**config.mk**
```make
export PLATFORM = sky130hd
export DESIGN_NAME = threshold_calibrator
export DESIGN_NICKNAME = d
export VERILOG_FILES = /design/src/rtl/calib_pkg.sv /design/src/rtl/minmax_accumulator.sv /design/src/rtl/threshold_calibrator.sv
export SDC_FILE = /design/constraint.sdc
export NUM_CORES = 1
export LEC_CHECK = 0
export CORE_MARGIN = 10
export CORE_UTILIZATION = 55
export CTS_CLUSTER_SIZE = 20
export DETAILED_ROUTE_END_ITERATION = 10
export PLACE_DENSITY = 0.78
export SETUP_SLACK_MARGIN = 0.2
export SLEW_MARGIN = 10
export SYNTH_ARGS = -nofsm -noshare
export SYNTH_HDL_FRONTEND = slang
export SYNTH_SLANG_ARGS = --single-unit
```
**constraint.sdc**
```tcl
create_clock -name SYS_aclk -period 6.4 [get_ports SYS_aclk]
set_input_delay 0.64 -clock SYS_aclk [delete_from_list [all_inputs] [get_ports SYS_aclk]]
set_output_delay 0.64 -clock SYS_aclk [all_outputs]
set_load 0.1 [all_outputs]
```
**src/rtl/calib_pkg.sv**
```systemverilog
// Shared types and constants for the threshold calibrator.
// Holds the FSM state encoding and the saturation guard-bit constants.
package calib_pkg;

   typedef enum logic [1:0] {
      CAL_IDLE,
      CAL_ACQUIRE,
      CAL_COMPUTE,
      CAL_RUN
   } calib_state_t;

   // Extra bits above the channel width for the threshold arithmetic.
   // Two guard bits hold center +/- a full-range hysteresis without overflow.
   localparam int SAT_GUARD = 2;

   // Length of the tracker reset pulse, in clock cycles.
   localparam int TR_PULSE = 2;

endpackage

```
**src/rtl/minmax_accumulator.sv**
```systemverilog
// Signed running min/max of one sample stream plus a sample counter.
// Ports: clk, rst_n, clear, sample_en, sample -> min_val, max_val, count.
module minmax_accumulator #(
   parameter int DATA_W = 16,
   parameter int CNT_W  = 24
) (
   input  logic                     clk,
   input  logic                     rst_n,
   input  logic                     clear,
   input  logic                     sample_en,
   input  logic signed [DATA_W-1:0] sample,
   output logic signed [DATA_W-1:0] min_val,
   output logic signed [DATA_W-1:0] max_val,
   output logic        [CNT_W-1:0]  count
);

   // Empty state: min at the top of the range, max at its negation.
   localparam logic signed [DATA_W-1:0] POS_MAX =
      {1'b0, {(DATA_W-1){1'b1}}};
   localparam logic signed [DATA_W-1:0] NEG_MAX = -POS_MAX;

   always_ff @(posedge clk or negedge rst_n) begin
      if (!rst_n) begin
         min_val <= POS_MAX;
         max_val <= NEG_MAX;
         count   <= '0;
      end else if (clear) begin
         min_val <= POS_MAX;
         max_val <= NEG_MAX;
         count   <= '0;
      end else if (sample_en) begin
         if (sample < min_val)
            min_val <= sample;
         if (sample > max_val)
            max_val <= sample;
         count <= count + 1'b1;
      end
   end

endmodule

```
**src/rtl/threshold_calibrator.sv**
```systemverilog
// Measures channel-A min/max over a window and derives tracker thresholds.
// Ports: SYS clock/reset, FC control, S_AXIS in, M_AXIS out, TH_*, TR, ST_*.
module threshold_calibrator
   import calib_pkg::*;
#(
   parameter int AXIS_TDATA_WIDTH = 32,
   parameter int WINDOW_WIDTH     = 24
) (
   input  logic                                SYS_aclk,
   input  logic                                SYS_aresetn,
   input  logic                                FC_start,
   input  logic [WINDOW_WIDTH-1:0]             FC_window,
   input  logic [2:0]                          FC_hyst_shift,
   input  logic                                S_AXIS_tvalid,
   input  logic [AXIS_TDATA_WIDTH-1:0]         S_AXIS_tdata,
   output logic                                S_AXIS_tready,
   output logic                                M_AXIS_tvalid,
   output logic [AXIS_TDATA_WIDTH-1:0]         M_AXIS_tdata,
   input  logic                                M_AXIS_tready,
   output logic signed [AXIS_TDATA_WIDTH/2-1:0] TH_lower,
   output logic signed [AXIS_TDATA_WIDTH/2-1:0] TH_upper,
   output logic                                TR_aresetn,
   output logic                                ST_busy,
   output logic                                ST_error
);

   localparam int CH_W = AXIS_TDATA_WIDTH / 2;
   localparam int CW   = CH_W + SAT_GUARD;

   localparam logic signed [CW-1:0] SAT_MAX =
      {{(SAT_GUARD+1){1'b0}}, {(CH_W-1){1'b1}}};
   localparam logic signed [CW-1:0] SAT_MIN =
      {{(SAT_GUARD+1){1'b1}}, {(CH_W-1){1'b0}}};
   localparam logic [1:0] PULSE_LAST = 2'(TR_PULSE - 1);

   calib_state_t            state;
   logic [WINDOW_WIDTH-1:0] win_q;
   logic [2:0]              shift_q;
   logic                    thr_valid;
   logic                    settle;
   logic [1:0]              pulse_cnt;

   logic signed [CH_W-1:0]  ch_a;
   logic signed [CH_W-1:0]  acc_min;
   logic signed [CH_W-1:0]  acc_max;
   logic [WINDOW_WIDTH-1:0] acc_cnt;
   logic                    sample_en;
   logic                    last_sample;

   logic signed [CW-1:0]    mn_x;
   logic signed [CW-1:0]    mx_x;
   logic signed [CW-1:0]    sum;
   logic signed [CW-1:0]    center;
   logic signed [CW-1:0]    span;
   logic signed [CW-1:0]    hyst;
   logic signed [CW-1:0]    lower;
   logic signed [CW-1:0]    upper;

   logic                    unused_tready;

   assign unused_tready = M_AXIS_tready;
   assign S_AXIS_tready = 1'b1;

   assign ch_a = S_AXIS_tdata[CH_W-1:0];

   // A start pulse wins over any sample in the same cycle.
   assign sample_en = (state == CAL_ACQUIRE)
                    && S_AXIS_tvalid && !FC_start;
   assign last_sample = sample_en
                      && (acc_cnt == win_q - 1'b1);

   minmax_accumulator #(
      .DATA_W (CH_W),
      .CNT_W  (WINDOW_WIDTH)
   ) u_acc (
      .clk       (SYS_aclk),
      .rst_n     (SYS_aresetn),
      .clear     (FC_start),
      .sample_en (sample_en),
      .sample    (ch_a),
      .min_val   (acc_min),
      .max_val   (acc_max),
      .count     (acc_cnt)
   );

   assign mn_x   = {{SAT_GUARD{acc_min[CH_W-1]}}, acc_min};
   assign mx_x   = {{SAT_GUARD{acc_max[CH_W-1]}}, acc_max};
   assign sum    = mx_x + mn_x;
   assign center = sum >>> 1;
   assign span   = mx_x - mn_x;
   // span is never negative, so the arithmetic shift acts as a logical one.
   assign hyst   = span >>> shift_q;
   assign lower  = center - hyst;
   assign upper  = center + hyst;

   function automatic logic signed [CH_W-1:0] sat(
      input logic signed [CW-1:0] v
   );
      if (v > SAT_MAX)
         return SAT_MAX[CH_W-1:0];
      if (v < SAT_MIN)
         return SAT_MIN[CH_W-1:0];
      return v[CH_W-1:0];
   endfunction

   // COMPUTE has two phases: the evaluation cycle, then (settle=1)
   // the tracker reset pulse before handing over to RUN.
   always_ff @(posedge SYS_aclk or negedge SYS_aresetn) begin
      if (!SYS_aresetn) begin
         state      <= CAL_IDLE;
         TH_lower   <= '0;
         TH_upper   <= '0;
         TR_aresetn <= 1'b0;
         ST_busy    <= 1'b0;
         ST_error   <= 1'b0;
         win_q      <= '0;
         shift_q    <= '0;
         thr_valid  <= 1'b0;
         settle     <= 1'b0;
         pulse_cnt  <= '0;
      end else begin
         TR_aresetn <= 1'b1;
         if (FC_start) begin
            state   <= CAL_ACQUIRE;
            ST_busy <= 1'b1;
            settle  <= 1'b0;
            shift_q <= FC_hyst_shift;
            win_q   <= (FC_window == '0)
                     ? WINDOW_WIDTH'(1) : FC_window;
         end else begin
            unique case (state)
               CAL_ACQUIRE: begin
                  if (last_sample)
                     state <= CAL_COMPUTE;
               end
               CAL_COMPUTE: begin
                  if (settle) begin
                     pulse_cnt <= pulse_cnt + 1'b1;
                     if (pulse_cnt == PULSE_LAST) begin
                        state   <= CAL_RUN;
                        ST_busy <= 1'b0;
                        settle  <= 1'b0;
                     end else begin
                        TR_aresetn <= 1'b0;
                     end
                  end else if (hyst == '0) begin
                     ST_error <= 1'b1;
                     ST_busy  <= 1'b0;
                     state    <= thr_valid ? CAL_RUN : CAL_IDLE;
                  end else begin
                     TH_lower   <= sat(lower);
                     TH_upper   <= sat(upper);
                     ST_error   <= 1'b0;
                     thr_valid  <= 1'b1;
                     TR_aresetn <= 1'b0;
                     settle     <= 1'b1;
                     pulse_cnt  <= '0;
                  end
               end
               default: ;
            endcase
         end
      end
   end

   always_ff @(posedge SYS_aclk or negedge SYS_aresetn) begin
      if (!SYS_aresetn) begin
         M_AXIS_tvalid <= 1'b0;
         M_AXIS_tdata  <= '0;
      end else begin
         M_AXIS_tvalid <= S_AXIS_tvalid && (state == CAL_RUN);
         M_AXIS_tdata  <= S_AXIS_tdata;
      end
   end

endmodule

```
# After elaboration in Yosys (flattened, before gate mapping)

Cells that the tools add are included.

Equality and inequality tests: 10
Bitwise operators: 3
Order comparisons: 6
Shifts and indexed selects: 1
Add/subtract/negate cells: 7
Multiplexer cells: 63
Reductions and logical operators: 20

Operators with widths:

| operator                                                                | number |
|---|---|
| 16-bit 2-to-1 mux                                                       | 14 |
| 24-bit 2-to-1 mux                                                       | 3 |
| 1-bit 2-to-1 mux                                                        | 37 |
| 18-bit by 16-bit > comparator with 1-bit output (second input constant) | 2 |
| 18-bit by 16-bit < comparator with 1-bit output (second input constant) | 2 |
| 24-bit by 1-bit adder with 24-bit output (second input constant)        | 1 |
| 24-bit equality test                                                    | 1 |
| 24-bit logical NOT                                                      | 1 |
| 24-bit by 1-bit subtractor with 24-bit output (second input constant)   | 1 |
| 16-bit by 18-bit adder with 18-bit output                               | 1 |
| 18-bit logical NOT                                                      | 1 |
| 17-bit by 3-bit >>> shifter with 18-bit output                          | 1 |
| 16-bit by 18-bit subtractor with 18-bit output                          | 1 |
| 16-bit by 16-bit adder with 17-bit output                               | 1 |
| 16-bit by 16-bit subtractor with 17-bit output                          | 1 |
| 16-bit > comparator                                                     | 1 |
| 16-bit < comparator                                                     | 1 |
| 2-bit 2-to-1 mux                                                        | 8 |
| 3-bit AND reduction                                                     | 3 |
| 4-bit != test (second input constant)                                   | 2 |
| 4-bit AND reduction                                                     | 2 |
| 2-bit nonzero test                                                      | 4 |
| 3-bit nonzero test                                                      | 2 |
| 2-bit by 1-bit equality test with 1-bit output (second input constant)  | 2 |
| other kinds (10)                                                        | 17 |

Register bits after elaboration: 157
Output and inout port bits: 69
Input bits: 64
Word-level logic and storage cells: 126

# Depth between registers and ports, before layout

Depth in word-level cells: 16
Depth in mapped cells: 28
Mapped depth without buffers: 25

# Hierarchy

Synthesis repeated with hierarchy kept, for this count alone.

Cells, all modules: 1387
Area, all modules: 12399.4 µm²

By module, submodules not included:

| module               | sequential area each (µm²) | cells an instance | area each (µm²) | times used |
|---|---|---|---|---|
| threshold_calibrator | 2527.4                     | 1020              | 8888.5          | 1 |
| minmax_accumulator   | 1422.6                     | 367               | 3510.9          | 1 |

# Worst setup path before layout

Ideal clock, no wire load.

Path type: register -> register
Start point: reg u_acc.max_val[0]
End point: reg TH_lower[10]
Arrival: 5.577 ns
Library setup time: 0.126 ns
Setup slack: 0.697 ns
Period minus slack after synthesis: 5.703 ns
Data required time: 6.274 ns
Stages on the path, launching flop included: 26
Path through: dfstp_2 -> inv_1 -> ha_1 -> fa_1 -> nor2b_1 -> o2111a_1 -> nor4_1 -> or3_1 -> and2_1 -> mux4_2 -> mux2_2 -> inv_1 -> ha_1 -> clkbuf_1 -> inv_1 -> a22o_1 -> o41ai_1 -> or4_1 -> a31oi_1 -> a211o_1 -> or3_1 -> a22oi_1 -> o31a_1 -> clkbuf_1 -> o21ai_0 -> mux2_2

Cells in the longest elaborated chain, start to end: 12
Elaborated cells on any way between the ends: 23
Classes of those cells: add/sub: 3; order compare: 2; shift: 1; mux: 14; bitwise: 1; reduce/logical: 2

RTL lines:

| what                                            | line                        | RTL |
|---|---|---|
| start, declared                                 | minmax_accumulator.sv:13    | `output logic signed [DATA_W-1:0] max_val,` |
| start signal, assigned                          | minmax_accumulator.sv:35    | `max_val <= sample;` |
| 16-bit by 16-bit subtractor with 17-bit output  | threshold_calibrator.sv:90  | `assign span = mx_x - mn_x;` |
| 17-bit by 3-bit >>> shifter with 18-bit output  | threshold_calibrator.sv:92  | `assign hyst = span >>> shift_q;` |
| 16-bit by 18-bit subtractor with 18-bit output  | threshold_calibrator.sv:93  | `assign lower = center - hyst;` |
| 18-bit by 16-bit < comparator with 1-bit output | threshold_calibrator.sv:101 | `if (v < SAT_MIN)` |
| 1-bit 2-to-1 mux (2 in a row)                   | threshold_calibrator.sv:101 |  |
| 1-bit 2-to-1 mux                                | threshold_calibrator.sv:146 | `end else if (hyst == '0) begin` |
| 1-bit 2-to-1 mux                                | threshold_calibrator.sv:137 | `if (settle) begin` |
| 1-bit 2-to-1 mux                                | threshold_calibrator.sv:131 | `unique case (state)` |
| 1-bit 2-to-1 mux                                | threshold_calibrator.sv:123 | `if (FC_start) begin` |
| 16-bit 2-to-1 mux                               | threshold_calibrator.sv:103 | `return v[CH_W-1:0];` |
| 16-bit 2-to-1 mux                               | threshold_calibrator.sv:101 |  |
| end signal, assigned                            | threshold_calibrator.sv:151 | `TH_lower <= sat(lower);` |
| end, declared                                   | threshold_calibrator.sv:20  | `output logic signed [AXIS_TDATA_WIDTH/2-1:0] TH_lower,` |

Several ways; a longest one is shown, not always the timed one. The select of a mux whose other input is x is not followed.
A chain may end at the register's enable or synchronous reset.

# Worst setup path in the final report

Start point: reg u_acc.max_val[0]
End point: reg TH_lower[5]

Same word-level chain as after synthesis.

==> results.cfg <==
[setup_path]
worst_ep_required_time_ps = 6720
slowest_stage = dfstp_2
arrival_ps = 6260
rr_worst_depth = 24
crit_type = flop to flop
max_stage_delay_ps = 570
rr_startpoint = u_acc.max_val[0]
crit_top_cell = inv_1
start_kind = flop
path_cells = inv_1 > ha_1 > fa_1 > nor2b_1 > o2111a_2 > nor4_1 > or3_1 > and2_1 > mux4_2 > mux2_2 > inv_1 > ha_2 > inv_1 > a22o_1 > o41ai_4 > or4_4 > a31oi_2 > a211o_1 > or3_1 > a22oi_1 > o31a_1 > buf_12 > o21ai_0 > mux2_2
cp_max_fo = 15
startpoint = u_acc.max_val[0]
critPathCaptureType = flop

[clock_tree]
clock_sinks = 157
cts_buffer_depth = 2
clkLatencyLatePin_ps = 430
path_clk_slew_ps = 70
cts_max_level = 4
cts-root-buf = clkbuf_16
numCtsBuffers = 17
cts_tree = yes

[layout]
fill_cells = 1673
area_growth_syn_to_layout_pct = 19.3
n_antenna_cell = 0
fin_nets = 1587
drive_gt1_share_pct = 11.7

[synth]
ys_types = 81
synth_top_area_share_pct = 29.8
yosys_warnings = 0
synth_edf_count = 0
yosysMostFrequentCell = dfrtp_1
muxShareOfSynthArea_pct = 8.80
avgSynthCellArea_sq_um = 8.97
syn_area_sq_um = 11700
ys_seq_area_share_pct = 33.6
synth_top_flop_cell = dfrtp_1
synth_compound_area_share_pct = 17.0
synth-seq-cells = 157
synth_fa_ha_area_share_pct = 11.3
netlist_top_cells_area = dfrtp_1, ha_1, xnor2_1
syn_nets = 1477
synth_top_family_by_area = compound AO/OA/AOI/OAI gates
synth_largest_area_cell = dfrtp_1
synth-simple-area-share_pct = 15.9
postSynth.asyncResetShare_pct = 100
synthXorXnorAreaFrac_pct = 7.98
syn_inst = 1309
yosys-top-cells-count = dfrtp_1, nor2_1, ha_1

[sta]
rsz0062_at_grt = false
fmax_mhz = 168
tns_ps = 0
slew_headroom_pct = 33.1
tightest_slew_ps = 1000
maxSlewViolCount = 0
finalCriticalPeriod_ps = 5940
setup_viol = 0
final_hold_viol_count = 0
timing.final.crit_share_pct = 92.9
skew_ps = 11.9

[grt]
overflow = 0
antenna_found_initial = 0
first_global_vias = 9655
grt_pass1_wl_microns = 47200
globalRouteTotalUtil_pct = 19.9
grt_max_degree = 83

[route]
final_antenna_net_count = 0
met3_length_microns = 1600
wl_met1_microns = 13300
first_pass_iters = 7
num_vias = 9906
highest_layer = met4
wl_microns = 28800
wl_per_cell_microns = 16.9
wl_met2_microns = 13300
drt_iter0_drc = 675
vias_per_cell = 5.80
drc = 0

[floorplanning]
row_count = 53
initial_core_util_pct = 55.9
die_x_microns = 166
die_area_sq_um = 27600
ios = 133
core_sq_um = 21000
dieHeight_microns = 166

[hold_path]
hold_class = primary input to asynchronous set/reset pin

[placed_design]
io_buffers = 130
dp_hpwl_microns = 21600
place.gp.congestion = 0.912

[job]
drv_cap = 0

[status]
status = finished clean
==> area by class of cell <==
cell class              count  area, sq um  area share, %
repair buffers            151         1480           10.6
multi-input cells         999         7270           51.9
well taps                 275          344           2.46
inverters                  93          349           2.49
clock buffers              19          433           3.09
clock inverters            13          174           1.24
flip-flops and latches    157         3950           28.2
==> cells in the final DEF, fill, tap and decap left out, types with 15 or more instances in the layout <==
cell             netlist  final
buf_4                  2     19
nand2b_1              18     18
o21ai_0               77     74
nand4_1               15     15
mux2_2                49     49
xnor2_1               76     75
dfstp_2               17     17
nor2_1               135    135
clkbuf_16              0     17
xor2_1                31     31
a21o_1                17     17
nor4_1                17     17
inv_1                 92     92
clkdlybuf4s50_1        0    128
mux2i_1               29     28
nand2_1               91     91
o211ai_1              23     23
nand3_1               24     24
nor3_1                24     23
dfrtp_1              140    140
a21oi_1               71     70
ha_1                 100     96
o21bai_1              15     15
==> flip-flops by register name, summed over array words and instances (netlist names) <==
register	count
M_AXIS_tdata	32
M_AXIS_tvalid	1
ST_busy	1
ST_error	1
TH_lower	16
TH_upper	16
TR_aresetn	1
pulse_cnt	2
settle	1
shift_q	3
state	2
thr_valid	1
u_acc.count	24
u_acc.max_val	16
u_acc.min_val	16
win_q	24
==> critical path, delay by kind of cell, from the launching register on <==
| kind | cells | cell delay [ps] |
|---|---|---|
| AND/OR/NAND/NOR | 6 | 1270 |
| AO/OA/AOI/OAI | 8 | 1740 |
| flip-flops | 1 | 570 |
| adder cells (fa/ha/maj) | 3 | 850 |
| multiplexers | 3 | 1070 |
| buffers and inverters | 4 | 330 |
==> cell families after synthesis <==
kind of cell / after synthesis
buffers and inverters: 153
flip-flops: 157
AND/OR/NAND/NOR: 390
adder cells (fa/ha/maj): 104
XOR/XNOR: 107
AO/OA/AOI/OAI: 307
other: 1
multiplexers: 90
==> repair_timing <==
action	CTS	global route
gates resized for setup	0	25
setup buffers	0	5
hold buffers	0	0
setup endpoints to repair	0	30
==> metal layers <==
metal	GRT usage, %	vias up
li1	-	4848
met1	26.3	4727
met2	32.1	290
met3	4.02	41
met4	6.05	0
met5	0	-
==> per-stage QoR <==
stage | cell area [sq um] | cells | hold slack [ps] | utilization [%] | worst slack [ps]
final | 14000 | 1707 | 216 | 66.6 | 457
after global placement | 13300 | 1670 | 472 | 63.1 | 436
after detailed placement | 13300 | 1670 | 480 | 63.1 | 271
after global routing | 14000 | 1707 | 281 | 66.6 | 168
after CTS | 13900 | 1702 | 268 | 66.0 | 209
after floorplan | 11700 | 1309 | 344 | - | 697
==> path summary, 6_finish.rpt <==
path | slack, ps | end
min reg2reg | 490 | pulse_cnt[1]
min | 220 | TH_lower[2]
min in group SYS_aclk | 490 | pulse_cnt[1]
max | 460 | TH_lower[5]
max reg2reg | 460 | TH_lower[5]
max in group asynchronous | 4720 | shift_q[2]
Power is not shown: default switching activity piles up to over one toggle a cycle in this logic, so the estimate is an artifact.
